<file path="src/rtl/cla_nibble_seq.sv">
// ============================================================================
// cla_nibble_seq : WIDTH-bit add, one 4-bit nibble per cycle through an
//                  external carry-lookahead adder (optional overflow output
//                  via CLA_NIBBLE_SEQ_OVF_EN)
// Revision 1.0
// ============================================================================
`default_nettype none

module cla_nibble_seq #(
    parameter int WIDTH = 16
) (
    input  logic             clk,
    input  logic             rst_n,
    input  logic             in_valid,
    output logic             in_ready,
    input  logic [WIDTH-1:0] in_a,
    input  logic [WIDTH-1:0] in_b,
    input  logic             in_cin,
    output logic             out_valid,
    input  logic             out_ready,
    output logic [WIDTH-1:0] out_sum,
    output logic             out_cout,
    output logic             busy,
    output logic [3:0]       nib_a,
    output logic [3:0]       nib_b,
    output logic             nib_cin,
    input  logic [3:0]       nib_sum,
    input  logic             nib_cout
`ifdef CLA_NIBBLE_SEQ_OVF_EN
    ,
    output logic             out_ovf
`endif
);

    localparam int NIBS = WIDTH / 4;
    localparam int IDXW = (NIBS > 1) ? $clog2(NIBS) : 1;
    localparam logic [IDXW-1:0] LAST_IDX = IDXW'(NIBS - 1);

    typedef enum logic [1:0] {
        S_IDLE = 2'd0,
        S_RUN  = 2'd1,
        S_DONE = 2'd2
    } state_t;

    state_t             state_q, state_d;
    logic [IDXW-1:0]    idx_q, idx_d;
    logic [WIDTH-1:0]   a_q, a_d;
    logic [WIDTH-1:0]   b_q, b_d;
    logic [WIDTH-1:0]   sum_q, sum_d;
    logic               carry_q, carry_d;
    logic               cout_q, cout_d;
`ifdef CLA_NIBBLE_SEQ_OVF_EN
    logic               ovf_q, ovf_d;
`endif

    always_comb begin
        state_d   = state_q;
        idx_d     = idx_q;
        a_d       = a_q;
        b_d       = b_q;
        sum_d     = sum_q;
        carry_d   = carry_q;
        cout_d    = cout_q;
`ifdef CLA_NIBBLE_SEQ_OVF_EN
        ovf_d     = ovf_q;
`endif
        in_ready  = 1'b0;
        out_valid = 1'b0;
        busy      = 1'b0;
        nib_a     = 4'd0;
        nib_b     = 4'd0;
        nib_cin   = 1'b0;

        case (state_q)
            S_IDLE: begin
                in_ready = 1'b1;
                if (in_valid) begin
                    a_d     = in_a;
                    b_d     = in_b;
                    carry_d = in_cin;
                    idx_d   = '0;
                    state_d = S_RUN;
                end
            end
            S_RUN: begin
                busy    = 1'b1;
                nib_cin = carry_q;
                // Constant-indexed mux keeps every slice in range for any WIDTH
                for (int i = 0; i < NIBS; i++) begin
                    if (idx_q == IDXW'(i)) begin
                        nib_a              = a_q[4*i +: 4];
                        nib_b              = b_q[4*i +: 4];
                        sum_d[4*i +: 4]    = nib_sum;
                    end
                end
                carry_d = nib_cout;
                if (idx_q == LAST_IDX) begin
                    cout_d  = nib_cout;
`ifdef CLA_NIBBLE_SEQ_OVF_EN
                    ovf_d   = (a_q[WIDTH-1] == b_q[WIDTH-1]) &&
                              (nib_sum[3] != a_q[WIDTH-1]);
`endif
                    state_d = S_DONE;
                end else begin
                    idx_d = idx_q + IDXW'(1);
                end
            end
            S_DONE: begin
                busy      = 1'b1;
                out_valid = 1'b1;
                if (out_ready) begin
                    state_d = S_IDLE;
                end
            end
            default: begin
                state_d = S_IDLE;
            end
        endcase
    end

    always_ff @(posedge clk or negedge rst_n) begin
        if (!rst_n) begin
            state_q <= S_IDLE;
            idx_q   <= '0;
            a_q     <= '0;
            b_q     <= '0;
            sum_q   <= '0;
            carry_q <= 1'b0;
            cout_q  <= 1'b0;
`ifdef CLA_NIBBLE_SEQ_OVF_EN
            ovf_q   <= 1'b0;
`endif
        end else begin
            state_q <= state_d;
            idx_q   <= idx_d;
            a_q     <= a_d;
            b_q     <= b_d;
            sum_q   <= sum_d;
            carry_q <= carry_d;
            cout_q  <= cout_d;
`ifdef CLA_NIBBLE_SEQ_OVF_EN
            ovf_q   <= ovf_d;
`endif
        end
    end

    assign out_sum  = sum_q;
    assign out_cout = cout_q;
`ifdef CLA_NIBBLE_SEQ_OVF_EN
    assign out_ovf  = ovf_q;
`endif

endmodule

`default_nettype wire

</file>
<file path="config.mk">
export PLATFORM = sky130hd
export DESIGN_NAME = cla_nibble_seq
export DESIGN_NICKNAME = d
export VERILOG_FILES = /design/src/rtl/cla_nibble_seq.sv
export SDC_FILE = /design/constraint.sdc
export NUM_CORES = 1
export LEC_CHECK = 0
export BUFFER_PORTS_ARGS = -buffer_cell sky130_fd_sc_hd__buf_2
export CAP_MARGIN = 20
export CORE_MARGIN = 4
export CORE_UTILIZATION = 45
export DETAILED_ROUTE_END_ITERATION = 6
export HOLD_SLACK_MARGIN = 0.02
export PLACE_DENSITY = 0.75
export SETUP_SLACK_MARGIN = 0.4
export SLEW_MARGIN = 20
export SYNTH_ARGS = -nofsm -noshare
export SYNTH_HDL_FRONTEND = slang
export SYNTH_SLANG_ARGS = --single-unit
</file>
<file path="constraint.sdc">
create_clock -name clk -period 1.9 [get_ports clk]
set_input_delay 0.38 -clock clk [delete_from_list [all_inputs] [get_ports clk]]
set_output_delay 0.38 -clock clk [all_outputs]
set_load 0.005 [all_outputs]
</file>
==> summary.md, run 1 <==
| Metric | Value |
|---|---|
| Result of the run | `complete, but fails checks` |
| Failing checks | `setup timing` |
| Setup repair after global routing missed its margin | `true` |
| CTS tree | `done` |
| Number of standard-cell rows in the floorplan | `26` |
| Data required, critical path | `1.52 ns` |
| Worst r2r src | `state_q[0]$_DFFE_PN0P_` |
| CORE AREA | `5170 sq um` |
| Slew Viols, Final | `0` |
| Fraction of synthesized cell area in xor and xnor cells | `0%` |
| Combinational family with the most area after synthesis | `multiplexers` |
| Placed cell count | `341` |
| Buffers added on ports | `70` |
| Synthesized-area fraction occupied by adder cells | `3.58%` |
| Routed via count divided by cell count | `5.25` |
| Via count of the first global-routing pass | `2169` |
| Library cell used as clock root buffer | `sky130_fd_sc_hd__clkbuf_8` |
| Cells along the critical path | `buf_6 > ha_4 > nor2b_4 > buf_6 > o21ai_1 > o21ai_1 > buf_2` |
| Worst setup path class | `reg2out` |
| Layout Cell Area excl Fill | `3920 sq um` |
| Global router's overall resource usage | `22.2%` |
| Die span in x | `81.7 um` |
| Post-route setup slack | `-0.235 ns` |
| Maximum frequency from static timing analysis | `468 MHz` |
| Mean cell area of the mapped netlist | `12.5 sq um` |
| Die Footprint | `6680 sq um` |
| Largest fanout on the critical path | `8` |
| Sequential share of the synthesized area | `55.2%` |
| Synthesis-stage register bit count | `54` |
| Worst slew slack as a fraction of its limit | `80.9%` |
| Total routed wirelength | `7.54 mm` |
| Number of warning messages in the yosys log | `0` |
| Path class of the lowest-slack min-delay path | `in2async` |
| Critical path startpoint | `idx_q[0]$_DFFE_PN0P_` |
| Fin. Hold Viols | `0` |
| Routed Antenna Nets | `0` |
| Delay of the slowest critical-path stage | `0.44 ns` |
| Share of cell area taken by muxes after synthesis | `20.3%` |
| Vertical extent of the die | `81.7 um` |
| Post-synthesis instance total | `196` |
| Total clock buffers created by CTS | `5` |
| Dominant synthesized flop cell | `sky130_fd_sc_hd__dfrtp_1` |
| Slowest cell on crit path | `sky130_fd_sc_hd__dfrtp_1` |
| Initial core utilization | `47.3%` |
| Synth Cell Area | `2450 sq um` |
| Setup-failing EPs final | `40` |
| Arrival time of the worst setup path | `1.75 ns` |
| Reported max-cap violation count | `0` |
| Total DRC errors in the routed layout | `0` |
| Power density cells | `1830 nW/um^2` |
| Tmin final | `2.13 ns` |
| Worst Hold Slack | `0.0553 ns` |
| Clock latency on the worst-skew pair | `0.30 ns` |
| Post-synth cell types | `28` |
| Cell area after placement | `3000 sq um` |
| Worst-path clk slew | `0.10 ns` |
| Maximum number of buffers from clock root to sink | `2` |
| Gr ovfl total | `0` |
| Filler-free cell count of the finished design | `379` |
| Number of vias after detailed routing | `1988` |
| Share of flip-flops with an asynchronous set or reset | `100%` |
| Placer Congestion | `0.768` |
| Post-synthesis compound-gate area fraction | `8.95%` |
| Setup WS pre-CTS | `-0.243 ns` |
| # nets final | `357` |
| Initial antenna violation count | `0` |
| Fraction of layout cells with a size suffix above 1 | `67.0%` |
| Number of enable-type register cells in the synthesized netlist | `0` |
| Post-Synthesis Net Count | `245` |
| Critical Path Sink Type | `output port` |
| Final period utilization | `112%` |
| Hold-fix buffer count after cts | `0` |
| Boundary pin count | `71` |
| Worst Setup Start Kind | `flip-flop` |
| Worst Max-Slew Pin Slew | `0.287 ns` |
| Count of routing violations after the opening detailed-route iteration | `113` |
| Cell type group with the largest total delay on the critical path | `buffers and inverters` |
| Worst clock skew on the final layout | `0.00723 ns` |
| VDD IR max | `0.000896 V` |
| Buffers and inverters on the worst path | `3` |
| Placed wire-length estimate after detailed placement | `4.04 mm` |
| Antenna Cells | `0` |
| Clk sink count | `54` |
| First-pass GRT wire length | `11.1 mm` |
| Largest net degree at the start of global routing | `55` |
| Leakage | `0.00191 uW` |
| Average routed wire per standard cell | `19.9 um` |
| Simple-gate area share of the yosys netlist | `8.49%` |
| CTS HTree Levels | `2` |
| Layout Area Growth over Synthesis | `60.1%` |
| 1st-pass router iterations | `4` |
[worst register-to-register path, cell delays in order (launching register included)]
cell and delay (ns):
sky130_fd_sc_hd__dfrtp_1 0.44, sky130_fd_sc_hd__buf_6 0.14, sky130_fd_sc_hd__buf_6 0.10, sky130_fd_sc_hd__buf_6 0.10, sky130_fd_sc_hd__buf_6 0.11, sky130_fd_sc_hd__inv_6 0.06, sky130_fd_sc_hd__ha_4 0.19, sky130_fd_sc_hd__buf_6 0.13
sky130_fd_sc_hd__or2b_4 0.29, sky130_fd_sc_hd__a22oi_2 0.18, sky130_fd_sc_hd__o2bb2ai_1 0.11
[path summary, 6_finish.rpt]
kind,endpoint,slack (ns),depth (start not counted)
worst max-delay path,nib_a[0],-0.23,7
worst min-delay path,a_q[10]$_DFFE_PN0P_,0.06,2
worst max register to register,idx_q[1]$_DFFE_PN0P_,-0.06,10
worst min register to register,out_cout$_DFFE_PN0P_,0.49,2
max in group asynchronous,state_q[1]$_DFFE_PN0P_,1.61,2
min in group clk,a_q[1]$_DFFE_PN0P_,0.30,2
[cell usage after synthesis (2+ instances only)]
cell type / instances / share of area (%)
sky130_fd_sc_hd__o21ai_0: 16 / 3.3
sky130_fd_sc_hd__o21ai_1: 2 / 0.41
sky130_fd_sc_hd__a221oi_1: 8 / 2.9
sky130_fd_sc_hd__mux2_2: 44 / 20
sky130_fd_sc_hd__and2_1: 2 / 0.51
sky130_fd_sc_hd__nand2_1: 27 / 4.1
sky130_fd_sc_hd__ha_1: 7 / 3.6
sky130_fd_sc_hd__dfrtp_1: 54 / 55
sky130_fd_sc_hd__buf_6: 3 / 1.4
sky130_fd_sc_hd__nor2b_1: 5 / 1.3
sky130_fd_sc_hd__inv_1: 6 / 0.92
sky130_fd_sc_hd__o32a_1: 2 / 0.82
sky130_fd_sc_hd__buf_2: 5 / 1.0
[cell usage in the layout, fill, tap and decap left out, types with 6 or more instances in the layout]
cell                       netlist  routed
sky130_fd_sc_hd__ha_4            0       7
sky130_fd_sc_hd__dfrtp_1        54      54
sky130_fd_sc_hd__buf_12          0       7
sky130_fd_sc_hd__mux2_2         44       9
sky130_fd_sc_hd__a221oi_2        0       6
sky130_fd_sc_hd__clkbuf_8        0       6
sky130_fd_sc_hd__buf_6           3      17
sky130_fd_sc_hd__o21ai_1         2      13
sky130_fd_sc_hd__nand2_1        27      24
sky130_fd_sc_hd__mux2_4          0      35
sky130_fd_sc_hd__buf_2           5      66
sky130_fd_sc_hd__buf_4           0      19
[repair_timing]
| action | 4_1_cts | 5_1_grt |
|---|---|---|
| gates cloned | 4 | 0 |
| setup endpoints to repair | 61 | 61 |
| setup buffers | 17 | 9 |
| gates resized for setup | 86 | 35 |
| pin swaps | 15 | 11 |
[routing by layer]
layer	GRT usage, %	wire, um	part of all wire, %	vias to the layer above
met2	38.3	3950	52	51
met1	27.6	3110	41	995
met3	4.28	243	3.2	19
met5	0	0	0	-
met4	8.31	245	3.2	0
li1	-	-	-	923
[power breakdown]
part	internal [uW]	switching, uW	total (uW)
Combinational	2610	1730	4340
Clock	295	367	662
Sequential	1740	418	2160
[metrics by stage]
| step | TNS [ns] | power (uW) | utilization (%) |
|---|---|---|---|
| 5_1_grt | -3.89 | 7560 | 75.7 |
| 3_5_place_dp | -1.57 | 4530 | 58.0 |
| 4_1_cts | -0.947 | 6530 | 71.5 |
| 6_report | -2.13 | 7160 | 75.7 |
| 3_3_place_gp | -1.30 | 4420 | 58.0 |
| 2_1_floorplan | 0 | 3610 | - |
[layout make-up]
type                    count  area (sq um)
multi-input cells         127          1430
flip-flops and latches     54          1350
fillers                   326          1260
repair buffers            114           930
well taps                  70          87.6
clock buffers               7          86.3
inverters                   6          27.5
clock inverters             1          5.00
[flip-flops by register name, summed over array words and instances (netlist names)]
signal	flops
a_q	16
b_q	16
carry_q	1
idx_q	2
out_cout	1
out_sum	16
state_q	2
[logic make-up after synthesis]
| kind of cell | count (synthesis) |
|---|---|
| flip-flops | 54 |
| AO/OA/AOI/OAI | 33 |
| adder cells (fa/ha/maj) | 7 |
| buffers and inverters | 15 |
| multiplexers | 44 |
| AND/OR/NAND/NOR | 43 |
(Power assumes the default switching activity.)
==> inputs of run 2 (changes only) <==
- CORE_UTILIZATION: 45 -> 51
- CTS_CLUSTER_DIAMETER: unset -> 80
- PLACE_DENSITY: 0.75 -> 0.83
==> run 2 against run 1 <==
The flow still finishes with violations (setup timing); via count down 0.20%; critical path depth unchanged; hold slack got worse by 0.018 ns; clock skew is 0.0072 ns higher; largest power group unchanged; die area is 11% lower; maximum frequency hardly changed; final area fell by 7.6%; non-clock buffer count is 7 lower; sequential share of layout area up 2.9 points; register-to-register slack improved by 0.03 ns; sequential power hardly changed; global-route usage decreased by 0.76 points.
==> summary.md, run 2 (same netlist as run 1, synthesis figures left out) <==
| Metric | Value |
|---|---|
| Worst Max-Slew Pin Slew | `0.543 ns` |
| Worst Hold Slack | `0.0371 ns` |
| Worst r2r src | `state_q[0]$_DFFE_PN0P_` |
| Gr ovfl total | `0` |
| Fin. Hold Viols | `0` |
| Cell type group with the largest total delay on the critical path | `flip-flops` |
| Routed Antenna Nets | `0` |
| Worst clock skew on the final layout | `0.0144 ns` |
| Initial core utilization | `54.3%` |
| Placed cell count | `321` |
| Cells along the critical path | `inv_2 > ha_4 > buf_12 > nor2b_1 > a221oi_2 > o21ai_1 > buf_2` |
| Count of routing violations after the opening detailed-route iteration | `132` |
| Failing checks | `setup timing` |
| Antenna Cells | `0` |
| Reported max-cap violation count | `0` |
| Leakage | `0.00167 uW` |
| Path class of the lowest-slack min-delay path | `in2async` |
| Vertical extent of the die | `77.3 um` |
| Worst r2r path cells | `10` |
| Final period utilization | `112%` |
| Levels on crit path | `7` |
| Number of standard-cell rows in the floorplan | `24` |
| Die span in x | `77.3 um` |
| Final core occ | `80.4%` |
| Largest fanout on the critical path | `10` |
| Worst Setup Start Kind | `flip-flop` |
| Buffers added on ports | `70` |
| Commonest non-fill, non-tap cells in the layout | `66 x sky130_fd_sc_hd__buf_2, 53 x sky130_fd_sc_hd__dfrtp_1, 43 x sky130_fd_sc_hd__mux2_2` |
| Buffers and inverters on the worst path | `3` |
| Delay of the slowest critical-path stage | `0.43 ns` |
| VDD IR max | `0.000923 V` |
| Worst-path clk slew | `0.10 ns` |
| Layout Cell Area excl Fill | `3620 sq um` |
| Die Footprint | `5970 sq um` |
| Critical Path Sink Type | `output port` |
| Library cell used as clock root buffer | `sky130_fd_sc_hd__clkbuf_8` |
| Slowest cell on crit path | `sky130_fd_sc_hd__dfrtp_1` |
| CTS HTree Levels | `2` |
| Hold-fix buffer count after cts | `0` |
| Layout Area Growth over Synthesis | `48.0%` |
| Fraction of layout cells with a size suffix above 1 | `67.9%` |
| # nets final | `350` |
| Arrival time of the worst setup path | `1.76 ns` |
| Critical path endpoint | `nib_a[0]` |
| Total routed wirelength | `7.07 mm` |
| Tmin final | `2.14 ns` |
| CORE AREA | `4500 sq um` |
| Critical path startpoint | `idx_q[1]$_DFFE_PN0P_` |
| Initial antenna violation count | `0` |
| Total clock buffers created by CTS | `5` |
| Filler-free cell count of the finished design | `354` |
| Worst R2R Setup Slack | `-0.03 ns` |
| Cell area after placement | `2960 sq um` |
| Global router's overall resource usage | `21.5%` |
| Worst setup path class | `reg2out` |
| Power density cells | `1820 nW/um^2` |
| 1st-pass router iterations | `4` |
| Slew Viols, Final | `0` |
| Maximum number of buffers from clock root to sink | `2` |
| CTS tree | `done` |
| Data required, critical path | `1.52 ns` |
| Maximum frequency from static timing analysis | `468 MHz` |
| Largest net degree at the start of global routing | `33` |
| Setup repair after global routing missed its margin | `true` |
| Worst slew slack as a fraction of its limit | `63.8%` |
| Clock latency on the worst-skew pair | `0.31 ns` |
| Placer Congestion | `0.774` |
| Post-route setup slack | `-0.236 ns` |
| First-pass GRT wire length | `10.1 mm` |
| Boundary pin count | `71` |
| Total DRC errors in the routed layout | `0` |
| Routed via count divided by cell count | `5.60` |
| Average routed wire per standard cell | `20.0 um` |
| Commonest non-fill, non-tap cell in the layout | `sky130_fd_sc_hd__buf_2` |
| Number of vias after detailed routing | `1984` |
| Clk sink count | `54` |
| Terminus of the critical flop-to-flop path | `a_q[6]$_DFFE_PN0P_` |
| Via count of the first global-routing pass | `2023` |
| Placed wire-length estimate after detailed placement | `3.95 mm` |
| Result of the run | `complete, but fails checks` |
| Setup-failing EPs final | `30` |
run 2: final cells by class:
class	count	area [sq um]
sequential	54	1350
multi-input combinational	127	1270
fill	246	885
timing repair buffer	107	797
clock buffer	6	72.6
tap	52	65.1
clock inverter	2	37.5
inverter	6	27.5
run 2: routing by layer:
layer,global-route usage [%],up-vias,wire (um)
met2,35.1,50,3750
met4,9.07,0,131
li1,-,906,-
met3,3.51,13,260
met5,0,-,0
met1,28.3,1015,2930
run 2: power by group:
group	total, uW	internal (uW)	switching, uW
sequential	2140	1740	396
combinational	3700	2110	1590
clock	770	394	377
total	6600	4240	2360
run 2: what timing repair did:
action                     in CTS  in global routing
setup endpoints to repair      57                 57
buffers inserted               11                 11
gates resized for setup        51                 35
cloned                          2                  1
pin swaps                      12                 12
run 2: how the worst min path moves through the flow:
stage	from	end	slack (ns)
floorplan	rst_n	a_q[0]$_DFFE_PN0P_	0.08
detailed placement	rst_n	out_sum[6]$_DFFE_PN0P_	0.39
CTS	rst_n	state_q[0]$_DFFE_PN0P_	0.06
finish	rst_n	state_q[0]$_DFFE_PN0P_	0.04
global route	rst_n	out_sum[5]$_DFFE_PN0P_	0.07
global placement	rst_n	out_sum[6]$_DFFE_PN0P_	0.39
run 2: through the flow:
stage | setup TNS, ns | setup WS, ns | power [uW]
6_report | -1.96 | -0.236 | 6600
3_3_place_gp | -1.19 | -0.195 | 4360
5_1_grt | -3.79 | -0.318 | 6950
3_5_place_dp | -1.71 | -0.279 | 4450
2_1_floorplan | 0 | 0.308 | 3610
4_1_cts | -1.40 | -0.184 | 5870
run 2: worst reg2reg max path, delay by kind of cell, from the launching register on:
family                     cells  cell delay [ns]
muxes                          1             0.29
adders and majority gates      1             0.18
and+or+nand+nor                1             0.08
DFF                            1             0.44
buffers and inverters          7             0.82
==> inputs of run 3 (changes only) <==
==> constraint.sdc (replaced) <==
create_clock -name clk -period 1.9 [get_ports clk]
set_input_delay 0.285 -clock clk [delete_from_list [all_inputs] [get_ports clk]]
set_output_delay 0.285 -clock clk [all_outputs]
set_load 0.005 [all_outputs]
==> run 3 against run 2 <==
The flow still finishes with violations (setup timing); hold slack better by 0.16 ns; core utilization is 4.0 points higher; routed wire length grew 9.2%; clock power down 20%; combinational power increased by 16%; power up 7.0%; final area grew 4.9%; largest cell class is now multi-input gates; highest routed layer unchanged.
==> summary.md, run 3 (same netlist as run 1, synthesis figures left out) <==
| Metric | Value |
|---|---|
| Result of the run | `complete, but fails checks` |
| Failing checks | `setup timing` |
| Fraction of power spent switching nets | `36.2%` |
| Buffers and inverters on the worst path | `3` |
| Number of standard-cell rows in the floorplan | `24` |
| Initial antenna violation count | `0` |
| Slew Viols, Final | `0` |
| Total DRC errors in the routed layout | `0` |
| Layout Area Growth over Synthesis | `55.3%` |
| Largest fanout on the critical path | `4` |
| Buffers added on ports | `70` |
| Boundary pin count | `71` |
| Data required, critical path | `1.62 ns` |
| Worst setup path class | `reg2out` |
| Cells along the critical path | `buf_6 > ha_4 > nor2b_4 > buf_4 > o21ai_0 > o21ai_1 > buf_2` |
| Global router's overall resource usage | `24.1%` |
| CTS HTree Levels | `2` |
| Layout Cell Area excl Fill | `3800 sq um` |
| Final period utilization | `111%` |
| Worst-path clk slew | `0.11 ns` |
| Via count of the first global-routing pass | `2185` |
| VDD IR max | `0.000876 V` |
| Worst clock skew on the final layout | `0.0187 ns` |
| Die Footprint | `5970 sq um` |
| Total clock buffers created by CTS | `5` |
| Logic gate share of total power | `60.6%` |
| Critical Path Sink Type | `output port` |
| Worst Max-Slew Pin Slew | `0.324 ns` |
| Setup-failing EPs final | `8` |
| Reported max-cap violation count | `0` |
| Power density cells | `1860 nW/um^2` |
| Placed wire-length estimate after detailed placement | `4.30 mm` |
| Placed cell count | `323` |
| Vertical extent of the die | `77.3 um` |
| Worst Setup Start Kind | `flip-flop` |
| Antenna Cells | `0` |
| Placer Congestion | `0.799` |
| Fin. Hold Viols | `0` |
| Leakage | `0.00187 uW` |
| Clk sink count | `54` |
| Tmin final | `2.12 ns` |
| CORE AREA | `4500 sq um` |
| Maximum number of buffers from clock root to sink | `2` |
| Initial core utilization | `54.3%` |
| Count of routing violations after the opening detailed-route iteration | `117` |
| 1st-pass router iterations | `4` |
| Setup repair after global routing missed its margin | `true` |
| Final core occ | `84.3%` |
| Net switching power | `2560 uW` |
| Library cell used as clock root buffer | `sky130_fd_sc_hd__clkbuf_8` |
| Commonest non-fill, non-tap cells in the layout | `66 x sky130_fd_sc_hd__buf_2, 54 x sky130_fd_sc_hd__dfrtp_1, 44 x sky130_fd_sc_hd__mux2_4` |
| Average routed wire per standard cell | `22.1 um` |
| Cell area after placement | `2950 sq um` |
| Arrival time of the worst setup path | `1.83 ns` |
| Number of vias after detailed routing | `2011` |
| Maximum frequency from static timing analysis | `472 MHz` |
| Clock latency on the worst-skew pair | `0.31 ns` |
| CTS tree | `done` |
| Die span in x | `77.3 um` |
| Internal cell power | `4510 uW` |
| Gr ovfl total | `0` |
| Commonest non-fill, non-tap cell in the layout | `sky130_fd_sc_hd__buf_2` |
| Reg power frac | `30.7%` |
| Routed Antenna Nets | `0` |
| Slowest cell on crit path | `sky130_fd_sc_hd__dfrtp_1` |
| First-pass GRT wire length | `11.2 mm` |
| Filler-free cell count of the finished design | `350` |
| Fillcell total | `220` |
| Cell type group with the largest total delay on the critical path | `buffers and inverters` |
| Delay of the slowest critical-path stage | `0.43 ns` |
| Routed via count divided by cell count | `5.75` |
| Total routed wirelength | `7.73 mm` |
| Largest net degree at the start of global routing | `25` |
| Post-route setup slack | `-0.217 ns` |
| Path class of the lowest-slack min-delay path | `in2reg` |
| # nets final | `347` |
| Fraction of layout cells with a size suffix above 1 | `65.1%` |
| Worst slew slack as a fraction of its limit | `78.4%` |
| Clock network fraction of design power | `8.7%` |
[run 3: path summary, 6_finish.rpt]
check	endpoint	from	cells after the start	slack (ns)
setup / recovery	nib_b[3]	idx_q[1]$_DFFE_PN0P_	7	-0.22
hold / removal	b_q[0]$_DFFE_PN0P_	in_b[0]	2	0.19
min in group asynchronous	out_sum[11]$_DFFE_PN0P_	rst_n	2	0.42
setup reg to reg	b_q[3]$_DFFE_PN0P_	state_q[0]$_DFFE_PN0P_	9	0.06
max in group asynchronous	a_q[8]$_DFFE_PN0P_	rst_n	3	0.85
hold reg to reg	out_sum[12]$_DFFE_PN0P_	out_sum[12]$_DFFE_PN0P_	2	0.50
[run 3: layout make-up]
| type | instances | area [sq um] | share of cell area (%) |
|---|---|---|---|
| Timing Repair Buffer | 104 | 803 | 21.1 |
| Inverter | 6 | 27.5 | 0.725 |
| Sequential cell | 54 | 1350 | 35.6 |
| Tap cell | 52 | 65.1 | 1.71 |
| Multi-Input combinational cell | 127 | 1470 | 38.8 |
| Clock inverter | 2 | 10.0 | 0.264 |
| Clock buffer | 5 | 68.8 | 1.81 |
[run 3: per-stage QoR]
stage / setup WS, ns / total power (uW) / setup TNS [ns] / hold slack, ns
finish: -0.217 / 7070 / -1.09 / 0.195
global route: -0.276 / 7420 / -1.56 / 0.193
CTS: -0.104 / 6190 / -0.596 / 0.189
detailed placement: -0.181 / 4470 / -0.912 / 0.202
global placement: -0.106 / 4350 / -0.578 / 0.197
floorplan: 0.403 / 3610 / 0 / -0.0106
[run 3: worst reg2reg max path, cell delays in order, from the launching register on]
cell and delay [ns]:
sky130_fd_sc_hd__dfrtp_1 0.44, sky130_fd_sc_hd__buf_6 0.13, sky130_fd_sc_hd__buf_6 0.10, sky130_fd_sc_hd__buf_6 0.12
sky130_fd_sc_hd__inv_6 0.06, sky130_fd_sc_hd__ha_4 0.19, sky130_fd_sc_hd__nand2_8 0.08, sky130_fd_sc_hd__buf_12 0.14
sky130_fd_sc_hd__buf_12 0.14, sky130_fd_sc_hd__mux2_4 0.31
[run 3: power by group through the flow]
stage               logic, uW  clock network [uW]  registers, uW
CTS                      3480                 613           2100
floorplan                1570                   0           2040
global placement         2300                   0           2060
detailed placement       2380                   0           2090
global route             4530                 662           2230
finish                   4290                 613           2170
[run 3: metal layers]
layer / vias to the layer above / share of wire (%) / global-route usage, % / wire length, um
met2: 62 / 53 / 41.5 / 4110
li1: 894 / - / - / -
met3: 19 / 4.0 / 4.45 / 306
met5: - / 0 / 0 / 0
met4: 0 / 2.8 / 9.43 / 213
met1: 1036 / 40 / 29.8 / 3090
[run 3: what timing repair did]
action / CTS / global route
setup endpoints to repair: 61 / 55
hold endpoints to repair: 14 / 0
gates cloned: 4 / 0
setup buffers: 8 / 7
hold buffers: 1 / 0
pin swaps: 13 / 16
gates resized for setup: 83 / 52
